==> config.mk <==
export PLATFORM = sky130hd
export DESIGN_NAME = serial_magnitude_accumulator
export DESIGN_NICKNAME = d
export VERILOG_FILES = /design/src/rtl/cmp_pkg.sv /design/src/rtl/rel_merge.sv /design/src/rtl/serial_magnitude_accumulator.sv
export SDC_FILE = /design/constraint.sdc
export NUM_CORES = 1
export LEC_CHECK = 0
export BUFFER_PORTS_ARGS = -buffer_cell sky130_fd_sc_hd__buf_2
export CORE_UTILIZATION = 50
export DETAILED_ROUTE_END_ITERATION = 10
export GPL_TIMING_DRIVEN = 0
export PLACE_DENSITY_LB_ADDON = 0.25
export SYNTH_ARGS = -nofsm -noshare
export SYNTH_HDL_FRONTEND = slang
export SYNTH_HIERARCHICAL = 1
export SYNTH_SLANG_ARGS = --single-unit
==> constraint.sdc <==
create_clock -name clk -period 2.34 [get_ports clk]
set_clock_uncertainty 0.2 [all_clocks]
set_input_delay 0.234 -clock clk [delete_from_list [all_inputs] [get_ports clk]]
set_output_delay 0.234 -clock clk [all_outputs]
set_load 0.02 [all_outputs]
==> src/rtl/cmp_pkg.sv <==
// Shared definitions for the bit-serial magnitude compare path.
// Relation codes use the one_bit_comparator one-hot encoding:
// [0]=EQ, [1]=LT (A<B), [2]=GT (A>B).
// This file has no ports.
package cmp_pkg;

  localparam logic [2:0] REL_EQ   = 3'b001;
  localparam logic [2:0] REL_LT   = 3'b010;
  localparam logic [2:0] REL_GT   = 3'b100;
  localparam logic [2:0] REL_NONE = 3'b000;

  localparam int unsigned REL_EQ_B = 0;
  localparam int unsigned REL_LT_B = 1;
  localparam int unsigned REL_GT_B = 2;

  typedef enum logic [1:0] {
    IDLE,
    ACCUM,
    HOLD
  } state_e;

  // A code is legal only when exactly one relation bit is set.
  function automatic logic rel_onehot_ok(input logic [2:0] code);
    return (code == REL_EQ) || (code == REL_LT) || (code == REL_GT);
  endfunction

endpackage

==> src/rtl/rel_merge.sv <==
// Combinational merge of one per-bit relation code into the running word relation.
// Ports:
//   run_i       running word relation so far
//   rel_i       incoming per-bit relation code
//   first_i     first beat of a word (running value is ignored)
//   lsb_first_i 1: codes arrive LSB first, 0: MSB first
//   run_o       next running relation
//   illegal_o   rel_i is not exactly one-hot
module rel_merge
  import cmp_pkg::*;
(
  input  logic [2:0] run_i,
  input  logic [2:0] rel_i,
  input  logic       first_i,
  input  logic       lsb_first_i,
  output logic [2:0] run_o,
  output logic       illegal_o
);

  always_comb begin
    illegal_o = ~rel_onehot_ok(rel_i);
    run_o     = run_i;
    if (first_i) begin
      run_o = rel_i;
    end else if (lsb_first_i) begin
      // Later beats are more significant, so any decision overrides.
      if (rel_i != REL_EQ) run_o = rel_i;
    end else begin
      // The most significant differing bit decides; only EQ can still change.
      if (run_i == REL_EQ) run_o = rel_i;
    end
  end

endmodule

==> src/rtl/serial_magnitude_accumulator.sv <==
// Accumulates a stream of per-bit relation codes into one word relation and
// holds it until accepted downstream (valid/ready).
// Optional build macro SMA_LSB_FIRST_EN: codes arrive LSB first (default MSB first).
// Ports:
//   clk, rst        clock (rising edge), asynchronous active-high reset
//   in_valid/ready  per-bit code handshake; in_rel one-hot {GT,LT,EQ}
//   in_last         final beat of the word
//   out_valid/ready word result handshake
//   out_rel         word relation {GT,LT,EQ}, 000 when out_err
//   out_err         illegal code seen or word overflow
//   out_nbits       beats consumed for this word
module serial_magnitude_accumulator
  import cmp_pkg::*;
#(
  parameter int unsigned WIDTH = 8,
  parameter int unsigned CNT_W = $clog2(WIDTH + 1)
) (
  input  logic             clk,
  input  logic             rst,
  input  logic             in_valid,
  output logic             in_ready,
  input  logic [2:0]       in_rel,
  input  logic             in_last,
  output logic             out_valid,
  input  logic             out_ready,
  output logic [2:0]       out_rel,
  output logic             out_err,
  output logic [CNT_W-1:0] out_nbits
);

`ifdef SMA_LSB_FIRST_EN
  localparam logic LsbFirst = 1'b1;
`else
  localparam logic LsbFirst = 1'b0;
`endif

  state_e           state_q, state_d;
  logic [2:0]       run_q, run_d;
  logic [CNT_W-1:0] cnt_q, cnt_d;
  logic             err_q, err_d;
  logic             out_valid_q, out_valid_d;
  logic [2:0]       out_rel_q, out_rel_d;
  logic             out_err_q, out_err_d;
  logic [CNT_W-1:0] out_nbits_q, out_nbits_d;

  logic             beat;
  logic             first;
  logic [2:0]       run_merged;
  logic             illegal;
  logic [CNT_W-1:0] cnt_inc;
  logic             at_width;

  assign in_ready  = (state_q != HOLD);
  assign beat      = in_valid & in_ready;
  assign first     = (state_q == IDLE);
  assign cnt_inc   = first ? CNT_W'(1) : cnt_q + CNT_W'(1);
  assign at_width  = (cnt_inc == CNT_W'(WIDTH));

  rel_merge u_rel_merge (
    .run_i       (run_q),
    .rel_i       (in_rel),
    .first_i     (first),
    .lsb_first_i (LsbFirst),
    .run_o       (run_merged),
    .illegal_o   (illegal)
  );

  always_comb begin
    state_d     = state_q;
    run_d       = run_q;
    cnt_d       = cnt_q;
    err_d       = err_q;
    out_valid_d = out_valid_q;
    out_rel_d   = out_rel_q;
    out_err_d   = out_err_q;
    out_nbits_d = out_nbits_q;
    case (state_q)
      IDLE, ACCUM: begin
        if (beat) begin
          run_d = run_merged;
          cnt_d = cnt_inc;
          // Reaching WIDTH without in_last is an overflow.
          err_d = (first ? 1'b0 : err_q) | illegal | (at_width & ~in_last);
          if (in_last || at_width) begin
            state_d     = HOLD;
            out_valid_d = 1'b1;
            out_rel_d   = err_d ? REL_NONE : run_d;
            out_err_d   = err_d;
            out_nbits_d = cnt_d;
          end else begin
            state_d = ACCUM;
          end
        end
      end
      HOLD: begin
        if (out_ready) begin
          state_d     = IDLE;
          run_d       = REL_EQ;
          cnt_d       = '0;
          err_d       = 1'b0;
          out_valid_d = 1'b0;
          out_rel_d   = REL_NONE;
          out_err_d   = 1'b0;
          out_nbits_d = '0;
        end
      end
      default: state_d = IDLE;
    endcase
  end

  always_ff @(posedge clk or posedge rst) begin
    if (rst) begin
      state_q     <= IDLE;
      run_q       <= REL_EQ;
      cnt_q       <= '0;
      err_q       <= 1'b0;
      out_valid_q <= 1'b0;
      out_rel_q   <= REL_NONE;
      out_err_q   <= 1'b0;
      out_nbits_q <= '0;
    end else begin
      state_q     <= state_d;
      run_q       <= run_d;
      cnt_q       <= cnt_d;
      err_q       <= err_d;
      out_valid_q <= out_valid_d;
      out_rel_q   <= out_rel_d;
      out_err_q   <= out_err_d;
      out_nbits_q <= out_nbits_d;
    end
  end

  assign out_valid = out_valid_q;
  assign out_rel   = out_rel_q;
  assign out_err   = out_err_q;
  assign out_nbits = out_nbits_q;

endmodule
==> impl_metrics.csv <==
group,metric,value,unit
finish,fillCellCount,164,
synthesis,synth_area,1020,um^2
grt,grt_pass1_vias,839,
timing,final.setup.tns,0,ps
drt,dr.pass1.iters,4,
drt,antenna_left,0,
power_and_ir_drop,p_clk_share,17.5,%
critical_path,crit_fanout,8,
power_and_ir_drop,combinationalPowerShare,35.8,%
grt,grt_max_degree,20,
synthesis,synth_top_area_share,44.3,%
run,drv_cap,0,
floorplan,die_y,47.1,um
floorplan,row_count,15,
floorplan,dieArea,2220,um^2
critical_path,critical_path.startpoint,"cnt_q[0]$_DFFE_PP0P_",
timing,worst_slack,109,ps
drt,num_vias,868,
place,post-dp-hpwl,1570,um
timing,period_minus_slack,2230,ps
synthesis,yosys.area.top_type,"dfrtp_1",
timing,rsz0062_at_grt,"no",
clocking,tritoncts,"built",
drt,wire_per_inst,13.5,um
clocking,cts_made_buffers,3,
finish,final_common_cell,"dfrtp_1",
critical_path,reg2reg_depth,6,
clocking,clockBufferDepth,2,
clocking,cts_sinks,19,
synthesis,syn_inst,105,
finish,nNetsFinal,142,
clocking,clock_latency,300,ps
timing,relSlewSlack,52.8,%
critical_path,r2r-start,"cnt_q[0]$_DFFE_PP0P_",
finish,layoutNonFillerInstCount,157,
critical_path,path_class,"flop to flop",
timing,worst_pin_slew,708,ps
timing,drv_slew,0,
grt,grt_use_total,23.4,%
drt,drt_iter0_drc,21,
worst_hold_path,min-delay-path-class,"primary input to flop",
place,gp_congestion,0.744,
power_and_ir_drop,p_per_area,791,nW/um^2
clocking,cts_root_buf,"clkbuf_4",
finish,final_cell_mix,"dfrtp_1, buf_2, nand2_1, nand3_1, o21ai_0",
drt,wl,2130,um
critical_path,r2r_end,"out_nbits[0]$_DFFE_PP0P_",
place,post-place-ws,-8.47,ps
critical_path,start_kind,"flop",
drt,viasPerCell,5.53,
timing,setup_viol,0,
clocking,cts_max_level,1,
power_and_ir_drop,vdd_ir_drop_max,0.602,mV
timing,finalHoldViolCount,0,
finish,antenna_cells,0,
critical_path,arrival,2260,ps
grt,grt_antenna_before_repair,0,
grt,overflow,0,
floorplan,start_util,55.9,%
critical_path,end_kind,"flop",
floorplan,dieWidth,47.1,um
synthesis,synth_seq_cells,19,
power_and_ir_drop,internal_power,0.605,mW
synthesis,synth.avg_cell_area,9.69,um^2
critical_path,critical_path_required,2370,ps
power_and_ir_drop,swShare,36.4,%
place,place_inst,149,
synthesis,yosys_warnings,6,
place,port-buffer-count,17,
power_and_ir_drop,switching_power,0.346,mW
synthesis,synth.distinct_cells,35,
timing,fmaxAchievable,448,MHz
timing,finalCritPeriodShare,95.3,%
synthesis,yosysSeqAreaShare,46.9,%
critical_path,crit_end,"out_nbits[0]$_DFFE_PP0P_",
finish,syn_to_final_growth,18.3,%
finish,drive_above_1_share,24.2,%
floorplan,coreArea,1820,um^2
clocking,clk_pin_slew,110,ps
power_and_ir_drop,leakagePower,0.570,nW
floorplan,pin_count,18,
status,outcome,"finished clean",
drt,drc,0,
synthesis,synthTopCellsByArea,"dfrtp_1, nand2_1, nand3_1, mux2i_1, o21ai_0",
grt,grt_pass1_wl,3550,um
critical_path,r2r_slack,110,ps
power_and_ir_drop,pwr-share-seq,46.8,%
worst_hold_path,hp-start,"in_valid",
## Yosys cell counts (all sizes together)
library cell and count:
a22o 2, nand2b 2, nand2 16, or2b 2, a221oi 1, o21a 4, inv 3, nand3b 1
dfstp 1, a21o 1, o211ai 1, a31oi 1, a211o 1, a21oi 4, nor2 5, or3 1
mux2i 4, buf 2, and2 1, dfrtp 18, o21bai 1, ha 1, or3b 2, nor3 1
xor2 3, clkbuf 3, nand3 11, conb 1, o21ai 6, a2bb2oi 1, nor2b 1, o32ai 3
## power by group through the flow
stage          registers, mW  logic (mW)  clock network, mW
3_3_place_gp           0.449       0.324                  0
6_report               0.445       0.340              0.166
3_5_place_dp           0.452       0.334                  0
2_1_floorplan          0.499       0.188                  0
5_1_grt                0.455       0.373              0.184
4_1_cts                0.445       0.342              0.170
## worst max-delay path: stages (launching register included)
cell and delay [ps]:
dfrtp_1 440, ha_1 230, xor2_1 170, or3b_4 430, a221oi_4 290, buf_4 210, mux2i_1 190
## final cells by class
| type | instances | area [um^2] | area share [%] |
|---|---|---|---|
| Tap cell | 25 | 31.3 | 2.60 |
| Inverter | 3 | 11.3 | 0.936 |
| Clock inverter | 1 | 5.00 | 0.416 |
| Clock buffer | 3 | 22.5 | 1.87 |
| Multi-Input combinational cell | 80 | 507 | 42.1 |
| Timing Repair Buffer | 21 | 120 | 9.98 |
| Sequential cell | 19 | 477 | 39.6 |
| Buffer | 5 | 30.0 | 2.49 |
## sequential cells by signal, indices dropped and copies added, names as in the netlist
signal and flops:
cnt_q 4, out_nbits 4, out_rel 3, run_q 3
state_q 2, err_q 1, out_err 1, out_valid 1
## through the flow
step | total power [mW] | hold slack, ps | utilization, % | instance area [um^2]
floorplan | 0.688 | -15.6 | - | 1020
global placement | 0.773 | 172 | 62.7 | 1140
detailed placement | 0.786 | 190 | 62.7 | 1140
CTS | 0.958 | 8.95 | 66.1 | 1200
global route | 1.01 | 26.7 | 66.1 | 1200
finish | 0.952 | 15.0 | 66.1 | 1200
## layer usage
layer	vias to the layer above	wire, um	part of all wire [%]	global-route usage [%]
met5	-	0	0	0
met2	23	1030	48	36.7
met3	2	89	4.2	3.46
li1	423	-	-	-
met1	420	997	47	32.6
met4	0	12	0.56	9.71
## timing repair
item / CTS / global route
hold buffers: 2 / 0
endpoints found under the hold margin: 19 / 0
gates resized for setup: 0 / 0
buffers inserted: 2 / 0
endpoints found under the setup margin: 7 / 0
## worst min path at each step
stage,end,slack [ps],cells after the start
2_1_floorplan,cnt_q[0]$_DFFE_PP0P_,-20,1
3_3_place_gp,run_q[2]$_DFFE_PP0P_,170,2
3_5_place_dp,run_q[1]$_DFFE_PP0P_,190,2
4_1_cts,state_q[0]$_DFFE_PP0P_,9,3
5_1_grt,state_q[0]$_DFFE_PP0P_,30,3
6_report,state_q[0]$_DFFE_PP0P_,10,3
## kinds of logic after synthesis
kind of cell / synth area share, %
buf+inv: 4.06
simple gates: 20.9
fa+ha+maj: 1.23
xor+xnor: 2.58
other cells: 0.369
compound gates: 20.1
mux: 3.94
flops: 46.9
(Power assumes the default switching activity.)
